--- config.mk ---
export PLATFORM = sky130hd
export DESIGN_NAME = mux_arb_nto1
export DESIGN_NICKNAME = d
export VERILOG_FILES = /design/src/rtl/mux_arb_nto1.sv
export SDC_FILE = /design/constraint.sdc
export NUM_CORES = 1
export LEC_CHECK = 0
export ABC_AREA = 1
export CELL_PAD_IN_SITES_DETAIL_PLACEMENT = 0
export CELL_PAD_IN_SITES_GLOBAL_PLACEMENT = 1
export CORE_MARGIN = 1.5
export CORE_UTILIZATION = 23
export DETAILED_ROUTE_END_ITERATION = 7
export PLACE_DENSITY_LB_ADDON = 0.1
export SKIP_LAST_GASP = 1
export SYNTH_ARGS = -nofsm -noshare
export SYNTH_HDL_FRONTEND = slang
export SYNTH_SLANG_ARGS = --single-unit
--- constraint.sdc ---
create_clock -name clk -period 1.6 [get_ports clk]
set_clock_uncertainty 0.15 [all_clocks]
set_input_delay 0.32 -clock clk [delete_from_list [all_inputs] [get_ports clk]]
set_output_delay 0.32 -clock clk [all_outputs]
set_load 0.02 [all_outputs]
--- src/rtl/mux_arb_nto1.sv ---
// mux_arb_nto1: N-to-1 channel mux with explicit-select or round-robin arbitration
// feeding a single registered output stage with valid/ready handshake.
module mux_arb_nto1 #(
  parameter int SIZE = 32,
  parameter int CHANNELS = 4,
  parameter int MODE = 0,
  localparam int SEL_W = (CHANNELS > 1) ? $clog2(CHANNELS) : 1
) (
  input  logic                     clk,
  input  logic                     rst_n,
  input  logic [CHANNELS*SIZE-1:0] in_data,
  input  logic [CHANNELS-1:0]      in_valid,
  output logic [CHANNELS-1:0]      in_ready,
  input  logic [SEL_W-1:0]         sel,
  output logic [SIZE-1:0]          out_data,
  output logic [SEL_W-1:0]         out_chan,
  output logic                     out_valid,
  input  logic                     out_ready
);
  typedef enum logic {EMPTY, FULL} state_t;
  state_t state_q, state_d;
  logic [SIZE-1:0] data_q, data_d, gnt_data;
  logic [SEL_W-1:0] chan_q, chan_d, ptr_q, ptr_d, gnt_i;
  logic gnt_v, load_en, xfer;
  // Candidate order: fixed 0..N-1 for select mode, rotating from ptr for round-robin.
  function automatic int cand(input logic [SEL_W-1:0] p, input int k);
    int s;
    s = int'(p) + k;
    return (MODE == 1) ? ((s >= CHANNELS) ? s - CHANNELS : s) : k;
  endfunction
  // Matching sel against each legal index keeps an out-of-range sel from indexing past the bus.
  always_comb begin
    gnt_v = 1'b0;
    gnt_i = '0;
    gnt_data = '0;
    for (int k = 0; k < CHANNELS; k++) begin
      if (!gnt_v && in_valid[cand(ptr_q, k)] && (MODE == 1 || sel == SEL_W'(cand(ptr_q, k)))) begin
        gnt_v = 1'b1;
        gnt_i = SEL_W'(cand(ptr_q, k));
        gnt_data = in_data[cand(ptr_q, k)*SIZE +: SIZE];
      end
    end
  end
  always_comb begin
    load_en = (state_q == EMPTY) || out_ready;
    xfer = load_en && gnt_v;
    in_ready = (xfer && rst_n) ? (CHANNELS'(1) << gnt_i) : '0;
    state_d = load_en ? (gnt_v ? FULL : EMPTY) : state_q;
    data_d = xfer ? gnt_data : data_q;
    chan_d = xfer ? gnt_i : chan_q;
    ptr_d = (MODE == 1 && xfer) ? ((gnt_i == SEL_W'(CHANNELS - 1)) ? '0 : gnt_i + 1'b1) : ptr_q;
  end
  always_ff @(posedge clk or negedge rst_n) begin
    if (!rst_n) begin
      state_q <= EMPTY;
      data_q <= '0;
      chan_q <= '0;
      ptr_q <= '0;
    end else begin
      state_q <= state_d;
      data_q <= data_d;
      chan_q <= chan_d;
      ptr_q <= ptr_d;
    end
  end
  assign out_data = data_q;
  assign out_chan = chan_q;
  assign out_valid = (state_q == FULL);
endmodule

# [Word-level counts from Yosys, hierarchy flattened]
# Index checks and enable logic that the tools add are counted.
[op_classes] n_eq_ne=3 shift=1 n_mux=13 n_bitwise=1 n_reduce_logical=14
[ops] operator="32-bit 2-to-1 mux" count=4
[ops] operator="1-bit logical AND" count=9
[ops] operator="1-bit 2-to-1 mux" count=6
[ops] operator="2-bit equality test (second input constant)" count=2
[ops] operator="2-bit 2-to-1 mux" count=2
[ops] operator="4-bit 2-to-1 mux" count=1
[ops] operator="1-bit by 2-bit left shift with 4-bit output (first input constant)" count=1
[ops] operator="1-bit zero test" count=3
[ops] operator="2-bit by 1-bit equality test with 1-bit output (second input constant)" count=1
[ops] operator="2-bit zero test" count=1
[ops] operator="1-bit logical OR" count=1
[ops] operator="1-bit NOT" count=1
[word_totals] register_bits=35 inputBits=137 output_inout_bits=39 wordCells=35

# [Longest topological paths before layout]
# Gate-level depths: netlist of run 1.
[depth] word_depth=18 ltp_mapped=10 mapped_depth_nobuf=8

# [Worst setup path after synthesis of run 1]
# No wires, ideal clock.
[synth_timing] path_type="input to output" from="in sel[0]" to="out in_ready[0]" arrival_ns=1.261 required_ns=1.130 slack_ns=-0.131 cell_stages=8 cell_sequence="buf_4 nor2_2 nand2_1 nand2_1 inv_1 nand2_2 nand3_1 nor2_1"
[synth_between] elab_chain_cells=18 elab_cells_between_ends=25
[synth_rtl] element="from (decl)" line="14" text="input logic [SEL_W-1:0] sel,"
[synth_rtl] element="2-bit zero test" line="37" text="if (!gnt_v && in_valid[cand(ptr_q, k)] && (MODE == 1 || sel == SEL_W'(cand(ptr_q, k)))) begin"
[synth_rtl] element="1-bit logical AND" line="37"
[synth_rtl] element="1-bit 2-to-1 mux" line="37"
[synth_rtl] element="1-bit zero test" line="37"
[synth_rtl] element="1-bit logical AND (2 in a row)" line="37"
[synth_rtl] element="1-bit 2-to-1 mux" line="37"
[synth_rtl] element="1-bit zero test" line="37"
[synth_rtl] element="1-bit logical AND (2 in a row)" line="37"
[synth_rtl] element="1-bit 2-to-1 mux" line="37"
[synth_rtl] element="1-bit zero test" line="37"
[synth_rtl] element="1-bit logical AND (2 in a row)" line="37"
[synth_rtl] element="1-bit 2-to-1 mux" line="37"
[synth_rtl] element="1-bit logical AND" line="46" text="xfer = load_en && gnt_v;"
[synth_rtl] element="1-bit logical AND" line="47" text="in_ready = (xfer && rst_n) ? (CHANNELS'(1) << gnt_i) : '0;"
[synth_rtl] element="4-bit 2-to-1 mux (*)" line="47"
[synth_rtl] element="to (decl)" line="13" text="output logic [CHANNELS-1:0] in_ready,"
# Mark *: on every way between the ends. The rest lies on a longest branch, timed or not.

# [Worst setup path in the final report of run 1]
[layout_timing] from="reg state_q, in the netlist out_valid" to="out in_ready[1]"
[layout_between] elab_chain_cells=5
[layout_rtl] element="from (decl)" line="21" text="state_t state_q, state_d;"
[layout_rtl] element="from (signal assigned)" line="60" text="state_q <= state_d;"
[layout_rtl] element="1-bit NOT" line="45" text="load_en = (state_q == EMPTY) || out_ready;"
[layout_rtl] element="1-bit logical OR" line="45"
[layout_rtl] element="1-bit logical AND" line="46"
[layout_rtl] element="1-bit logical AND" line="47"
[layout_rtl] element="4-bit 2-to-1 mux" line="47"
# Every way passes these cells.

==> results of run 1 <==
-- state kept, by name (all words and copies together) (netlist names) --
register	flops
out_chan	2
out_data	32
out_valid	1
-- area by class of cell --
cell class,count,area share
Sequential cell,35,0.193
Multi-Input combinational cell,285,0.321
Clock buffer,8,0.0221
Tap cell,136,0.0375
Timing Repair Buffer,197,0.418
Inverter,9,0.00800
-- logic make-up (layout without fill, tap and decap cells) --
logic type,after synthesis,in the layout
flops,35,35
buf+inv,47,214
simple gates,284,285
-- cell usage in the layout, fill, tap and decap left out, drive strengths merged --
master	n
nand3	36
clkdlybuf4s50	128
clkbuf	9
clkdlybuf4s15	3
dlygate4sd2	36
nor2	10
buf	29
dfrtp	35
inv	9
nand2	142
nand4	97
-- per-stage QoR --
stage	instances	setup WS (ns)	area [um^2]	utilization	hold slack (ns)
detailed placement	657	-0.918	4400	0.424	0.308
floorplan	366	-0.00448	2540	-	-0.126
finish	670	-0.104	4530	0.437	0.0488
global placement	657	-0.898	4400	0.424	0.307
CTS	668	-0.140	4510	0.435	0.0723
global route	670	-0.173	4530	0.437	0.0943
-- worst max-delay path, cell delays in order, from the launching register on --
cell	delay, ns
dfrtp_1	0.40
inv_1	0.07
nor2_2	0.04
inv_2	0.08
nand3_4	0.13
nor2_4	0.11
buf_6	0.12
-- how the worst max path moves through the flow --
stage / from / endpoint / slack (ns)
6_report: out_valid / in_ready[1] / -0.10
5_1_grt: out_valid / in_ready[1] / -0.17
4_1_cts: out_valid / in_ready[1] / -0.14
3_5_place_dp: in_valid[1] / in_ready[0] / -0.92
3_3_place_gp: in_valid[1] / in_ready[0] / -0.90
2_1_floorplan: sel[0] / in_ready[0] / -0.004
-- per-layer routing --
layer / wire length, um / vias up / track usage
li1: - / 1623 / -
met1: 4680 / 1583 / 0.239
met2: 5740 / 140 / 0.362
met3: 944 / 11 / 0.0466
met4: 182 / 0 / 0.0505
met5: 0 / - / 0
-- power by group through the flow --
stage,registers [W],clock network (W),logic [W]
floorplan,0.00134,0,0.000413
finish,0.00112,0.000724,0.00137
global route,0.00114,0.000793,0.00148
detailed placement,0.00114,0,0.00146
global placement,0.00114,0,0.00147
CTS,0.00112,0.000753,0.00138
-- repair_timing --
item                       4_1_cts  5_1_grt
setup endpoints to repair       73       18
hold buffers                     0        0
gates cloned                     1        0
gates resized for setup         79        1
pin swaps                       10        4
buffers inserted                 2        2
==> results.py, run 1 <==
metrics = {
    "outcome": {
        "outcome": "finished, violations left",
        "violations": "setup timing",
    },
    "drt": {
        "drt_iter0_drc": 219,
        "vias_per_cell": 5.01,
        "ant_nets": 0,
        "vias": 3357,
        "dr.pass1.iters": 5,
        "wire_per_inst_um": 17.2,
        "drc": 0,
        "routed_wl_um": 11500,
    },
    "floorplan": {
        "start_util": 0.237,
        "die_y_um": 106,
        "chipWidth_um": 106,
        "die-area_um2": 11300,
        "rows": 37,
        "boundaryPins": 176,
        "coreArea_um2": 10400,
    },
    "clock_network": {
        "cts_tree": "done",
        "clk_latency_ns": 0.29,
        "htreeDepth": 2,
        "cts_root_buffer": "clkbuf_8",
        "cts_sinks": 35,
        "path_clk_slew_ns": 0.08,
        "cts_buffers": 5,
        "clk_path_buf_depth": 2,
    },
    "global_routing": {
        "grt_overflow": 0,
        "grt_pass1_vias": 3322,
        "antenna_found_initial": 0,
        "grt_pass1_wl_um": 17500,
        "grt_use_total": 0.201,
        "grt_max_degree": 37,
    },
    "timing": {
        "finalCritPeriodShare": 1.07,
        "max_freq_ghz": 0.587,
        "tns_ns": -0.297,
        "fin_ws_ns": -0.104,
        "slew_headroom": 0.683,
        "tightest_slew_ns": 0.476,
        "slew_viol_final": 0,
        "rsz0062_at_grt": "yes",
        "setup_violations": 4,
        "min_period_ns": 1.70,
        "hold_viol": 0,
    },
    "worst_setup_path": {
        "setup.worst_path.start_class": "flop",
        "critPathMaxFanout": 3,
        "critPathCaptureType": "primary output",
        "critical_path_class": "flop to primary output",
        "worst_r2r_endpoint": "out_data[4]",
        "reg2reg_from": "out_valid",
        "regToRegSetupSlack_ns": 0.17,
        "r2r_cells": 6,
        "crit_arrival_ns": 1.23,
        "critical_path_required_ns": 1.13,
    },
    "power": {
        "p_total_w": 0.00322,
        "seqPwrFrac": 0.348,
        "internal-power_w": 0.00207,
        "power.switching_w": 0.00115,
        "power_density_nw_per_um2": 709,
        "combPwrFrac": 0.427,
        "vdd_ir_drop_max_uv": 325,
        "swShare": 0.357,
        "power.leakage_nw": 2.07,
        "p_clk_frac": 0.225,
    },
    "final_layout": {
        "regArea_um2": 876,
        "fill_cells": 1104,
        "nets": 670,
        "final_layout_size_suffix_gt1_frac": 0.107,
        "multi_input_area_um2": 1460,
        "num_antenna_cells": 0,
        "syn2layout_area_growth_pct": 84.2,
    },
    "logic_synthesis": {
        "synth_adder_area_share": 0,
        "synth_top_area_share": 0.356,
        "synth_top_cell_by_area": "dfrtp_1",
        "synth_mux_area_frac": 0,
        "yosysWarnings": 0,
        "syn_area_per_cell_um2": 6.72,
        "syn_nets": 503,
        "synth_seq_area_share": 0.356,
        "yosysMostFrequentCell": "nand2_1",
        "synth_area_um2": 2460,
        "synth_top_flop_cell": "dfrtp_1",
        "synth_top_family_by_area": "simple AND/OR/NAND/NOR gates",
        "async_flop_share": 1.00,
        "synthCells": 366,
        "synth-xor-area-share": 0,
        "synth-edff-count": 0,
        "synthDistinctLibCells": 15,
        "synth_compound_area_frac": 0,
        "ys_seq_elements": 35,
        "synth-simple-area-share": 0.556,
        "ys_top_cells_by_count": "nand2_1 (140), nand4_1 (97), nand3_1 (36)",
        "synthTopCellsByArea": "dfrtp_1 (36%), nand4_1 (25%), nand2_1 (21%)",
    },
    "placed_design": {
        "port_buffers": 175,
        "gp_congestion": 0.767,
        "hpwl_um": 7400,
    },
    "worst_hold_path": {
        "hold_path.class": "input pin to asynchronous set/reset pin",
    },
    "flow_run": {
        "max_cap_violations": 0,
    },
}
(Power assumes the default switching activity.)
==> run 2: changes to the inputs <==
--- a/config.mk
+++ b/config.mk
@@ -5,11 +5,11 @@
 export SDC_FILE = /design/constraint.sdc
 export NUM_CORES = 1
 export LEC_CHECK = 0
-export ABC_AREA = 1
+export ABC_AREA = 0
 export CELL_PAD_IN_SITES_DETAIL_PLACEMENT = 0
 export CELL_PAD_IN_SITES_GLOBAL_PLACEMENT = 1
 export CORE_MARGIN = 1.5
-export CORE_UTILIZATION = 23
+export CORE_UTILIZATION = 25
 export DETAILED_ROUTE_END_ITERATION = 7
 export PLACE_DENSITY_LB_ADDON = 0.1
 export SKIP_LAST_GASP = 1
==> run 2 against run 1 <==
The run still ends with setup timing left. Synthesized area is 11% higher. Global-route usage fell by 0.71 points. Synthesized cell count decreased by 13%. Critical endpoint unchanged. Register-to-register slack got worse by 0.49 ns. Wire length down 3.5%. Clock-buffer cell count is 2 lower. Non-clock buffer count grew 10. Sequential power hardly changed.
==> results.py, run 2 <==
metrics = {
    "timing": {
        "tightest_slew_ns": 0.413,
        "rsz0062_at_grt": "yes",
        "setup_violations": 37,
        "min_period_ns": 1.96,
        "max_freq_ghz": 0.510,
        "hold_viol": 0,
        "finalCritPeriodShare": 1.23,
        "fin_ws_ns": -0.363,
        "slew_viol_final": 0,
        "slew_headroom": 0.724,
    },
    "placed_design": {
        "gp_congestion": 0.770,
        "post-place-cells": 620,
        "dp_slack_ns": -1.08,
        "placed_cell_area_um2": 4710,
        "port_buffers": 175,
        "hpwl_um": 7640,
    },
    "global_routing": {
        "grt_max_degree": 34,
        "grt-busiest-layer": "met2",
        "groute.layer.met2.usage": 0.345,
        "grt_pass1_wl_um": 17100,
        "grt_pass1_vias": 3234,
        "grt_use_total": 0.194,
        "use_met1": 0.237,
        "use_met3": 0.0424,
        "grt_overflow": 0,
        "antenna_found_initial": 0,
    },
    "final_layout": {
        "nets": 636,
        "final_cell_mix": "clkdlybuf4s50_1 (128), nand3_1 (96), nand2_1 (68), dlygate4sd2_1 (40), dfrtp_1 (34)",
        "postLayoutCoreUtil": 0.475,
        "final_cell_area_um2": 4970,
        "final_cells": 635,
        "num_antenna_cells": 0,
        "largest_register_ffs": 32,
        "syn2layout_area_growth_pct": 82.7,
        "final_common_cell": "clkdlybuf4s50_1",
        "final_layout_size_suffix_gt1_frac": 0.176,
    },
    "worst_setup_path": {
        "regToRegSetupSlack_ns": -0.32,
        "r2r_cells": 6,
        "critical_path_class": "flop to primary output",
        "critPathMaxFanout": 3,
        "cp_slowest_cell": "dfrtp_2",
        "reg2reg_from": "out_valid",
        "slowest_delay_ns": 0.41,
        "critical_path_required_ns": 1.13,
        "crit_arrival_ns": 1.49,
        "crit_chain": "nor2b_4 > nand3b_1 > nand2b_4 > and4_4 > buf_6",
        "worst_r2r_endpoint": "out_data[13]",
        "critPathCaptureType": "primary output",
        "setup.worst_path.start_class": "flop",
    },
    "clock_network": {
        "htreeDepth": 2,
        "cts_buffers": 5,
        "cts_root_buffer": "clkbuf_8",
        "cts_tree": "done",
        "cts_sinks": 35,
        "clk_latency_ns": 0.28,
        "clk_path_buf_depth": 2,
        "path_clk_slew_ns": 0.07,
    },
    "logic_synthesis": {
        "synth_seq_area_share": 0.322,
        "synthCells": 320,
        "async_flop_share": 1.00,
        "ys_top_cells_by_count": "nand3_1 (96), nand2_1 (68), dfrtp_1 (35)",
        "synth-simple-area-share": 0.305,
        "synthDistinctLibCells": 22,
        "synth_top_area_share": 0.322,
        "synth-edff-count": 0,
        "synth-xor-area-share": 0,
        "ys_seq_elements": 35,
        "synth_top_cell_by_area": "dfrtp_1",
        "synth_adder_area_share": 0,
        "synth_top_family_by_area": "simple AND/OR/NAND/NOR gates",
        "synthTopCellsByArea": "dfrtp_1 (32%), nand3_1 (18%), mux2_4 (17%)",
        "yosysWarnings": 0,
        "yosysMostFrequentCell": "nand3_1",
        "synth_mux_area_frac": 0.190,
        "synth_compound_area_frac": 0.107,
        "synth_area_um2": 2720,
        "syn_area_per_cell_um2": 8.50,
        "syn_nets": 457,
        "synth_top_flop_cell": "dfrtp_1",
    },
    "power": {
        "power.switching_w": 0.00113,
        "p_clk_frac": 0.213,
        "vdd_ir_drop_max_uv": 344,
        "power.leakage_nw": 2.26,
        "combPwrFrac": 0.466,
        "power_density_nw_per_um2": 722,
        "swShare": 0.315,
        "p_total_w": 0.00359,
        "seqPwrFrac": 0.321,
        "internal-power_w": 0.00246,
    },
    "worst_hold_path": {
        "hold_end": "out_data[16]",
        "min_from": "out_data[16]",
        "hold_path.class": "flop to flop",
        "holdPathStages": 1,
    },
    "drt": {
        "ant_nets": 0,
        "dr.pass1.iters": 4,
        "vias_per_cell": 4.85,
        "drt_iter0_drc": 138,
        "wire_per_inst_um": 17.5,
        "routed_wl_um": 11100,
        "vias": 3077,
        "drc": 0,
    },
    "outcome": {
        "outcome": "finished, violations left",
        "violations": "setup timing",
    },
    "floorplan": {
        "boundaryPins": 176,
        "die_y_um": 107,
        "die-area_um2": 11500,
        "rows": 37,
        "chipWidth_um": 107,
        "coreArea_um2": 10500,
        "start_util": 0.260,
    },
    "flow_run": {
        "max_cap_violations": 0,
    },
}
-- run 2: cell count changes after synthesis, moves of 3 or more --
cell	change
nand4_1	-97
nand2_1	-72
nand3_1	+60
o22a_1	+32
mux2_4	+30
inv_1	-6
nor2_1	-6
buf_2	-5
mux2_2	+4
nand2b_1	+4
buf_12	+3
nor2b_1	+3
-- run 2: cells by family (layout without fill, tap and decap cells) --
family,count (synthesis),in the layout
AOI/OAI and AO/OA,34,34
buffers and inverters,37,216
DFF,35,35
muxes,36,36
and+or+nand+nor,178,178
-- run 2: how the worst max path moves through the flow --
| stage | depth (start not counted) | startpoint | endpoint | slack [ns] |
|---|---|---|---|---|
| floorplan | 7 | sel[0] | in_ready[1] | -0.28 |
| global placement | 6 | sel[0] | in_ready[1] | -1.02 |
| detailed placement | 6 | sel[0] | in_ready[1] | -1.08 |
| CTS | 5 | out_valid | in_ready[1] | -0.37 |
| global route | 5 | out_valid | in_ready[1] | -0.42 |
| finish | 5 | out_valid | in_ready[1] | -0.36 |
-- run 2: worst max-delay path: cells and delay by family, from the launching register on --
family	cells	cell delay (ns)
and+or+nand+nor	4	0.69
buffers and inverters	1	0.11
DFF	1	0.41
-- run 2: repair_timing --
item / CTS / global route
hold buffers: 1 / 0
setup buffers: 2 / 1
endpoints found under the setup margin: 72 / 37
pin swaps: 2 / 2
endpoints found under the hold margin: 35 / 0
cloned: 4 / 0
resized for setup: 76 / 3
-- run 2: layout make-up --
| type | instances | area, um^2 |
|---|---|---|
| multi-input combinational | 248 | 1700 |
| fill | 1023 | 5490 |
| tap | 136 | 170 |
| clock buffer | 6 | 72.6 |
| sequential | 35 | 877 |
| timing repair buffer | 207 | 2110 |
| inverter | 2 | 7.51 |
| clock inverter | 1 | 30.0 |
-- run 2: per-stage QoR --
| step | setup TNS (ns) | hold slack (ns) |
|---|---|---|
| detailed placement | -36.69 | 0.197 |
| finish | -9.13 | 0.356 |
| CTS | -10.90 | 0.359 |
| global route | -11.14 | 0.370 |
| floorplan | -3.96 | -0.126 |
| global placement | -34.33 | 0.198 |
-- run 2: power by group through the flow --
stage | Combinational, W | Sequential (W) | Clock, W
3_3_place_gp | 0.00168 | 0.00118 | 0
2_1_floorplan | 0.000602 | 0.00139 | 0
4_1_cts | 0.00168 | 0.00116 | 0.000792
3_5_place_dp | 0.00169 | 0.00117 | 0
5_1_grt | 0.00178 | 0.00118 | 0.000837
6_report | 0.00167 | 0.00115 | 0.000765
-- run 2: metal layers --
layer	up-vias	share of wire	routed length [um]
li1	1493	-	-
met1	1447	0.44	4920
met2	129	0.48	5310
met3	8	0.072	800
met4	0	0.010	117
met5	-	0	0
